File: src/rtl/mem_port_arbiter_if.sv
// mem_port_arbiter_if: client channel bundle plus byte-wide RAM/IO port (master=clients/RAM, slave=arbiter)
interface mem_port_arbiter_if #(
  parameter int NCH = 2,
  parameter int ADDR_W = 32,
  parameter int DATA_BYTES = 4
);
  logic rdy;
  logic [NCH-1:0] req, we, sext, ack;
  logic [3*NCH-1:0] len;
  logic [ADDR_W*NCH-1:0] addr;
  logic [8*DATA_BYTES*NCH-1:0] wdata;
  logic [8*DATA_BYTES-1:0] rdata;
  logic [7:0] mem_din, mem_dout;
  logic io_full, mem_wr;
  logic [ADDR_W-1:0] mem_a;
  modport master (
    output rdy, req, we, sext, len, addr, wdata, mem_din, io_full,
    input rdata, ack, mem_wr, mem_a, mem_dout
  );
  modport slave (
    input rdy, req, we, sext, len, addr, wdata, mem_din, io_full,
    output rdata, ack, mem_wr, mem_a, mem_dout
  );
endinterface

File: src/rtl/mem_port_arbiter.sv
// mem_port_arbiter: round-robin NCH-channel byte-serial RAM/IO controller (clk, rst, bus.slave: req/we/sext/len/addr/wdata -> rdata/ack; mem_a/mem_wr/mem_dout/mem_din; io_full stall; rdy freeze)
module mem_port_arbiter #(
  parameter int NCH = 2,
  parameter int ADDR_W = 32,
  parameter int DATA_BYTES = 4,
  parameter logic [ADDR_W-1:0] IO_BASE = 'h30000
) (
  input logic clk,
  input logic rst,
  mem_port_arbiter_if.slave bus
);
  localparam int PW = NCH > 1 ? $clog2(NCH) : 1;
  localparam int DW = 8 * DATA_BYTES;
  localparam logic [2:0] DB = 3'(DATA_BYTES);
  typedef enum logic [1:0] {IDLE, READ, WRITE, DONE} state_t;
  state_t st;
  logic [PW-1:0] ptr, g, gnt, nxt;
  logic found, sext_q, g_stall, w_stall;
  logic [2:0] k, len_q, g_len_raw, g_len;
  logic [ADDR_W-1:0] a_q, g_addr, cur;
  logic [DW-1:0] wd_q, g_wdata, cap, ext;
  logic [NCH-1:0] g_hot;
  always_comb begin
    found = 1'b0;
    gnt = ptr;
    for (int i = NCH - 1; i >= 0; i--)
      if (bus.req[(int'(ptr) + i) % NCH]) begin
        found = 1'b1;
        gnt = PW'((int'(ptr) + i) % NCH);
      end
  end
  assign nxt = (int'(gnt) == NCH - 1) ? '0 : gnt + 1'b1;
  assign g_len_raw = bus.len[3*gnt +: 3];
  assign g_len = (g_len_raw == 3'd0 || g_len_raw > DB) ? DB : g_len_raw;
  assign g_addr = bus.addr[ADDR_W*gnt +: ADDR_W];
  assign g_wdata = bus.wdata[DW*gnt +: DW];
  assign g_stall = g_addr >= IO_BASE && bus.io_full;
  assign cur = a_q + ADDR_W'(k);
  assign w_stall = cur >= IO_BASE && bus.io_full;
  assign g_hot = NCH'(1) << g;
  // bytes above k take the sign of the byte just captured; on the last capture that is byte len-1
  always_comb begin
    cap = bus.rdata;
    cap[8*k +: 8] = bus.mem_din;
    ext = cap;
    for (int b = 0; b < DATA_BYTES; b++)
      if (b > int'(k)) ext[8*b +: 8] = {8{sext_q & bus.mem_din[7]}};
  end
  always_ff @(posedge clk)
    if (rst) begin
      st <= IDLE;
      ptr <= '0;
      g <= '0;
      k <= '0;
      sext_q <= 1'b0;
      len_q <= '0;
      a_q <= '0;
      wd_q <= '0;
      bus.mem_wr <= 1'b0;
      bus.mem_a <= '0;
      bus.mem_dout <= '0;
      bus.ack <= '0;
      bus.rdata <= '0;
    end else if (bus.rdy)
      case (st)
        IDLE: if (found) begin
          g <= gnt;
          ptr <= nxt;
          sext_q <= bus.sext[gnt];
          len_q <= g_len;
          a_q <= g_addr;
          wd_q <= g_wdata;
          bus.mem_a <= g_addr;
          bus.mem_dout <= g_wdata[7:0];
          bus.mem_wr <= bus.we[gnt] && !g_stall;
          k <= {2'b00, bus.we[gnt] && !g_stall};
          st <= bus.we[gnt] ? WRITE : READ;
        end
        READ: if (!bus.req[g]) st <= IDLE;
        else begin
          bus.rdata <= ext;
          k <= k + 3'd1;
          bus.mem_a <= bus.mem_a + 1'b1;
          if (k == len_q - 3'd1) begin
            bus.ack <= g_hot;
            st <= DONE;
          end
        end
        WRITE: if (k == len_q) begin
          bus.mem_wr <= 1'b0;
          bus.ack <= g_hot;
          st <= DONE;
        end else begin
          bus.mem_wr <= !w_stall;
          bus.mem_a <= cur;
          bus.mem_dout <= wd_q[8*k +: 8];
          k <= w_stall ? k : k + 3'd1;
        end
        default: begin
          bus.ack <= '0;
          st <= IDLE;
        end
      endcase
endmodule

File: src/flat_wrapper.sv
// flat-port wrapper written by rule: the top's interface ports become plain ports
module mem_port_arbiter_flat 
#(
  parameter int NCH = 2,
  parameter int ADDR_W = 32,
  parameter int DATA_BYTES = 4,
  parameter logic [ADDR_W-1:0] IO_BASE = 'h30000
)
  (clk, rst, bus_rdy, bus_req, bus_we, bus_sext, bus_len, bus_addr, bus_wdata, bus_mem_din, bus_io_full, bus_rdata, bus_ack, bus_mem_wr, bus_mem_a, bus_mem_dout);
  mem_port_arbiter_if #(.NCH(NCH), .ADDR_W(ADDR_W), .DATA_BYTES(DATA_BYTES)) bus_i ();
  input logic clk;
  input logic rst;
  input wire logic [$bits(bus_i.rdy)-1:0] bus_rdy;
  input wire logic [$bits(bus_i.req)-1:0] bus_req;
  input wire logic [$bits(bus_i.we)-1:0] bus_we;
  input wire logic [$bits(bus_i.sext)-1:0] bus_sext;
  input wire logic [$bits(bus_i.len)-1:0] bus_len;
  input wire logic [$bits(bus_i.addr)-1:0] bus_addr;
  input wire logic [$bits(bus_i.wdata)-1:0] bus_wdata;
  input wire logic [$bits(bus_i.mem_din)-1:0] bus_mem_din;
  input wire logic [$bits(bus_i.io_full)-1:0] bus_io_full;
  output wire logic [$bits(bus_i.rdata)-1:0] bus_rdata;
  output wire logic [$bits(bus_i.ack)-1:0] bus_ack;
  output wire logic [$bits(bus_i.mem_wr)-1:0] bus_mem_wr;
  output wire logic [$bits(bus_i.mem_a)-1:0] bus_mem_a;
  output wire logic [$bits(bus_i.mem_dout)-1:0] bus_mem_dout;
  assign bus_i.rdy = bus_rdy;
  assign bus_i.req = bus_req;
  assign bus_i.we = bus_we;
  assign bus_i.sext = bus_sext;
  assign bus_i.len = bus_len;
  assign bus_i.addr = bus_addr;
  assign bus_i.wdata = bus_wdata;
  assign bus_i.mem_din = bus_mem_din;
  assign bus_i.io_full = bus_io_full;
  assign bus_rdata = bus_i.rdata;
  assign bus_ack = bus_i.ack;
  assign bus_mem_wr = bus_i.mem_wr;
  assign bus_mem_a = bus_i.mem_a;
  assign bus_mem_dout = bus_i.mem_dout;
  mem_port_arbiter #(.NCH(NCH), .ADDR_W(ADDR_W), .DATA_BYTES(DATA_BYTES), .IO_BASE(IO_BASE)) u_core (.clk(clk), .rst(rst), .bus(bus_i));
endmodule
File: config.mk
export PLATFORM = sky130hd
export DESIGN_NAME = mem_port_arbiter_flat
export DESIGN_NICKNAME = d
export VERILOG_FILES = /design/src/rtl/mem_port_arbiter_if.sv /design/src/rtl/mem_port_arbiter.sv /design/src/flat_wrapper.sv
export SDC_FILE = /design/constraint.sdc
export NUM_CORES = 1
export LEC_CHECK = 0
export BUFFER_PORTS_ARGS = -buffer_cell sky130_fd_sc_hd__buf_2
export CELL_PAD_IN_SITES_DETAIL_PLACEMENT = 1
export CELL_PAD_IN_SITES_GLOBAL_PLACEMENT = 1
export CORE_MARGIN = 2
export CORE_UTILIZATION = 39
export CTS_CLUSTER_DIAMETER = 40
export CTS_CLUSTER_SIZE = 14
export DETAILED_ROUTE_END_ITERATION = 8
export GPL_ROUTABILITY_DRIVEN = 0
export PLACE_DENSITY_LB_ADDON = 0.1
export SLEW_MARGIN = 20
export SYNTH_ARGS = -nofsm -noshare
export SYNTH_HDL_FRONTEND = slang
export SYNTH_SLANG_ARGS = --single-unit
File: constraint.sdc
create_clock -name clk -period 3.75 [get_ports clk]
set_clock_uncertainty 0.05 [all_clocks]
set_input_delay 0.75 -clock clk [delete_from_list [all_inputs] [get_ports clk]]
set_output_delay 0.75 -clock clk [all_outputs]
set_load 0.02 [all_outputs]
Word level (Yosys, flattened, before mapping)
Cells that the tools add are included.
{"block": "word_totals", "regBits": 150, "mem_count": 0, "word_cells": 116, "latchBits": 0, "ramBits": 0, "mem_bits_ro": 0, "in_bits": 152, "output_inout_bits": 75}
{"block": "op_classes", "eq_ne": 11, "n_addsub": 7, "mul": 1, "n_mux": 46, "shifts": 7, "reduce_logical": 18, "bitwise": 3, "order_cmp": 10, "div": 0}
{"op": "$shiftx 64x7->32", "count": 2}
{"op": "$mux 32", "count": 3}
{"op": "$pmux 32 s3", "count": 1}
{"op": "$ge 32x18->1 const B", "count": 2}
{"op": "$mux 8", "count": 5}
{"op": "$neg 6->34", "count": 1}
{"op": "$shift 8x34->32 const A", "count": 1}
{"op": "$shiftx 8x34->32", "count": 1}
{"op": "$add 32x1->32 const B", "count": 1}
{"op": "$add 32x3->32", "count": 1}
{"op": "$bwmux 32", "count": 1}
{"op": "$shiftx 32x7->8", "count": 1}
{"op": "$mux 1", "count": 18}
{"op": "$mux 2", "count": 8}
{"op": "$pmux 8 s2", "count": 1}
{"op": "$mux 3", "count": 5}
{"op": "$pmux 2 s3", "count": 2}
{"op": "$reduce_and 5->1", "count": 2}
{"op": "$pmux 3 s3", "count": 1}
{"op": "$reduce_and 3->1", "count": 3}
{"op": "$ne 2x1->1 const B", "count": 4}
{"op": "$reduce_and 4->1", "count": 2}
{"op": "$eq 3x3->1", "count": 2}
{"op": "$gt 2x3->1 const A", "count": 2}
{"op": "26 further kinds", "count": 33}

Logic depth before layout (Yosys ltp)
{"block": "depth", "ltp_word": 14, "depth_mapped": 11}

Worst setup path after synthesis
Ideal clock, no wire load.
{"block": "synth_timing", "path_type": "register -> register", "startpoint": "register u_core.k[0]", "endpoint": "register u_core.bus.mem_wr", "path_slack_ns": 0.605, "stages_incl_launch_ff": 11, "n_path_buf": 1, "required_ns": 3.626, "arrival_time_ns": 3.021, "synth_period_minus_slack_ns": 3.145, "setup_ns": 0.074, "path_cell_list": "dfxtp_1 > ha_1 > fa_1 > a21oi_1 > or4_1 > buf_2 > nor2_1 > xor2_1 > or4_4 > or4_1 > a31oi_1"}
{"block": "synth_via", "elab_chain_cells": 6, "elab_cells_between_ends": 7, "cone_classes": "1 x add/sub; 1 x order compare; 1 x eq/ne; 2 x mux; 2 x reduce/logical"}
{"element": "start: declaration", "line": "mem_port_arbiter.sv:19", "rtl": "logic [2:0] k, len_q, g_len_raw, g_len;"}
{"element": "start signal: assignment", "line": "mem_port_arbiter.sv:76", "rtl": "k <= {2'b00, bus.we[gnt] && !g_stall};"}
{"element": "start signal: assignment", "line": "mem_port_arbiter.sv:82", "rtl": "k <= k + 3'd1;"}
{"element": "start signal: assignment", "line": "mem_port_arbiter.sv:97", "rtl": "k <= w_stall ? k : k + 3'd1;"}
{"element": "$add 32x3->32", "line": "mem_port_arbiter.sv:38", "rtl": "assign cur = a_q + ADDR_W'(k);"}
{"element": "$ge 32x18->1", "line": "mem_port_arbiter.sv:39", "rtl": "assign w_stall = cur >= IO_BASE && bus.io_full;"}
{"element": "$logic_and 1x1->1", "line": "mem_port_arbiter.sv:39"}
{"element": "$logic_not 1->1", "line": "mem_port_arbiter.sv:94", "rtl": "bus.mem_wr <= !w_stall;"}
{"element": "$mux 1 (*)", "line": "mem_port_arbiter.sv:89", "rtl": "WRITE: if (k == len_q) begin"}
{"element": "$pmux 1 s2 (*)", "line": "mem_port_arbiter.sv:65", "rtl": "case (st)"}
{"element": "end signal: assignment", "line": "mem_port_arbiter.sv:75", "rtl": "bus.mem_wr <= bus.we[gnt] && !g_stall;"}
{"element": "end signal: assignment", "line": "mem_port_arbiter.sv:94"}
{"element": "end: declaration", "line": "mem_port_arbiter_if.sv:22", "rtl": "output rdata, ack, mem_wr, mem_a, mem_dout"}
Every way passes the cells marked *; elsewhere a longest branch is shown, timed or not.
A chain may end at the register's enable or synchronous reset.

Worst setup path after layout
{"block": "layout_timing", "startpoint": "register u_core.a_q[0]", "endpoint": "register u_core.bus.mem_wr"}
{"block": "layout_via", "elab_chain_cells": 6}
{"element": "start: declaration", "line": "mem_port_arbiter.sv:20", "rtl": "logic [ADDR_W-1:0] a_q, g_addr, cur;"}
{"element": "start signal: assignment", "line": "mem_port_arbiter.sv:71", "rtl": "a_q <= g_addr;"}
{"element": "$add 32x3->32", "line": "mem_port_arbiter.sv:38"}
{"element": "$ge 32x18->1", "line": "mem_port_arbiter.sv:39"}
{"element": "$logic_and 1x1->1", "line": "mem_port_arbiter.sv:39"}
{"element": "$logic_not 1->1", "line": "mem_port_arbiter.sv:94"}
{"element": "$mux 1", "line": "mem_port_arbiter.sv:89"}
{"element": "$pmux 1 s2", "line": "mem_port_arbiter.sv:65"}
Every way passes these cells.

==> results.md <==
* Synth top area share at 33.7%
* Worst setup path startpoint: u_core.a_q[0]
* Register area share after synthesis at 33.7%
* Multi-input gate area in the final layout at 0.00551 mm2
* FF-to-FF setup slack at 0.50 ns
* M1 GR Usage at 32.8%
* Largest family of logic cells by synthesized area: compound AO/OA/AOI/OAI gates
* Total Wirelength at 30300 um
* Critical R2R Capture: u_core.bus.mem_wr
* # rows at 55
* Share of cells above drive strength 1 at 24.0%
* Post-Synth XOR/XNOR Area at 6.39%
* First-pass GRT wire length at 48700 um
* Max cap viols at 0
* Port Buffers at 226
* Placed cell area at 0.0103 mm2
* Worst Hold Class: register to register
* Die height at 155 um
* Clk buf depth at 2
* Vias per Instance at 5.71
* Core footprint at 0.0226 mm2
* Area Growth Syn to Fin at 22.2%
* Post-route ant nets at 0
* DRC at 0
* Hold Path Depth at 2
* Post-CTS setup buffers at 0
* Critical path fanouts, max at 8
* Setup crit end: u_core.bus.mem_wr
* Most used DFF post-synth: dfxtp_1
* Hold path startpoint: u_core.bus.rdata[4]
* FILL cells at 2800
* Max VDD drop at 225 uV
* Number of synthesized flops with an enable pin at 0
* Final net count at 1431
* M2 GR Usage at 43.3%
* CTS H-tree depth at 4
* Pre-CTS setup slack at 0.522 ns
* Synth async-reset ratio at 0%
* Fin Hold WS at 0.407 ns
* Setup crit start kind: register
* Clock latency on the worst-skew pair at 0.43 ns
* Register bit total from synthesis at 150
* GRT Overall Usage at 25.3%
* Root Driver: clkbuf_16
* Pwr Total at 0.00540 W
* Top cells by count, synth: dfxtp_1 (150), nor2_1 (148), a211oi_1 (89)
* Fin area at 0.0109 mm2
* Max Freq at 0.307 GHz
* Vias in the first global route at 9082
* Syn Area/Cell at 8.25 um2
* Count leader, synth: dfxtp_1
* Synthesis warning total at 0
* Leak Pwr at 4.49 nW
* Post-synthesis simple-gate area fraction at 19.0%
* Crit end category: register
* Total congestion overflow at 0
* Syn Inst Count at 1080
* Mapped Area at 0.00891 mm2
* Busiest metal layer after global routing: met2
* Critical path data arrival time at 3.56 ns
* Area leader, netlist: dfxtp_1
* Ranking of synthesized cells by area: dfxtp_1 (34%), mux2i_1 (9.5%), a211oi_1 (7.5%)
* WL per Instance at 19.4 um
* Unrepaired setup endpoints after global routing: no
* Setup_tns at 0 ns
* Clock Sinks at 150
* Normalized max-slew margin at 26.7%
* Tmin final at 3.25 ns
* FF+latch area at 0.00300 mm2
* Mux share of post-synthesis cell area at 11.7%
* Fin. Hold Viols at 0
* Crit Reg-Reg Startpoint: u_core.a_q[0]
* Syn Nets at 1249
* R2R depth at 9
* Initial antenna violation count at 1
* Hold_buf cts at 0
* Post-synthesis compound-gate area fraction at 21.9%
* Post-synth cell types at 71
* Post-DP HPWL at 21700 um
* Period utilisation layout at 86.8%
* TritonCTS clock tree: built
* Slew Limit Fails at 0
* Num CTS Buffers at 17
* Pre-antenna DRT Iters at 4
* Worst-path clk slew at 0.08 ns
* Required time of the critical path at 4.06 ns
* Initial Utilization at 39.5%
* Die area at 0.0241 mm2
* Slew @ Worst Pin at 1.09 ns
* Vias at 8910
* Setup CP Type: register to register
* Largest net degree at the start of global routing at 134
* Io pins at 227
* Power per Cell Area at 496 mW/mm2
* Worst Slack Setup Final at 0.495 ns
* Final setup vio count at 0
* Post_cts resized at 0
* Adder-Cell Fraction of Synth Area at 2.58%
* Status: finished clean
* Chip width at 155 um
* Initial DRC count at 481
* Met3 usage at 4.15%
cells in the final DEF, fill, tap and decap left out, types with 19 or more instances in the layout:
cell      Yosys  layout
xor2_1       26      26
o21ai_0      33      33
a21oi_1      76      76
mux2i_1      85      85
buf_2         3     225
nor3_1       19      19
a221oi_1     20      20
xnor2_1      39      39
inv_1        27      27
dfxtp_1     150     150
nor2_1      148     147
a211oi_1     89      89
nand3_1      45      44
nand2_1      68      68
report_power, final:
group / internal, W / total [W] / leakage (nW) / switching (W)
Sequential: 0.00179 / 0.00204 / 1.23 / 0.000245
Clock: 0.000946 / 0.00175 / 0.282 / 0.000809
Combinational: 0.000636 / 0.00161 / 2.98 / 0.000971
Total: 0.00337 / 0.00540 / 4.49 / 0.00202
cell type report:
cell class,count,area share (%)
multi-input combinational,819,50.6
sequential,150,27.6
timing repair buffer,246,12.2
clock buffer,17,3.90
tap,285,3.27
clock inverter,14,1.46
inverter,28,0.965
antenna,1,0.0230
worst min path at each step:
stage                                to  slack, ns
finish              u_core.bus.rdata[4]       0.41
floorplan                    u_core.ptr       0.41
global route        u_core.bus.rdata[6]       0.44
global placement    u_core.bus.rdata[5]       0.39
CTS                 u_core.bus.rdata[4]       0.41
detailed placement  u_core.bus.rdata[7]       0.40
cells by family after synthesis:
logic type	after synthesis
flip-flops	150
AO/OA/AOI/OAI	287
AND/OR/NAND/NOR	355
buffers and inverters	111
multiplexers	94
adder cells (fa/ha/maj)	18
XOR/XNOR	65
critical path, stage by stage, from the launching register on:
cell and delay [ns]:
dfxtp_1 0.32, ha_1 0.22, fa_1 0.43, a21oi_1 0.35
nor4_4 0.14, a211o_2 0.32, a22o_1 0.22, or4_4 0.51
or4_1 0.48, a31oi_1 0.16
state kept, by name (all words and copies together) (netlist names):
| name | count |
|---|---|
| u_core.bus.mem_wr | 1 |
| u_core.bus.mem_a | 32 |
| u_core.g | 1 |
| u_core.k | 3 |
| u_core.bus.rdata | 32 |
| u_core.sext_q | 1 |
| u_core.a_q | 32 |
| u_core.len_q | 3 |
| u_core.wd_q | 32 |
| u_core.bus.ack | 2 |
| u_core.bus.mem_dout | 8 |
| u_core.st | 2 |
| u_core.ptr | 1 |
metrics by stage:
step / instances / utilization (%)
2_1_floorplan: 1080 / -
3_3_place_gp: 1528 / 45.7
3_5_place_dp: 1528 / 45.7
4_1_cts: 1559 / 48.3
5_1_grt: 1559 / 48.3
6_report: 1560 / 48.3
per-layer routing:
metal / wire length (um) / part of all wire, %
met5: 0 / 0
met4: 662 / 2.2
met3: 1410 / 4.7
met2: 14600 / 48
met1: 13600 / 45
(Power assumes the default switching activity.)
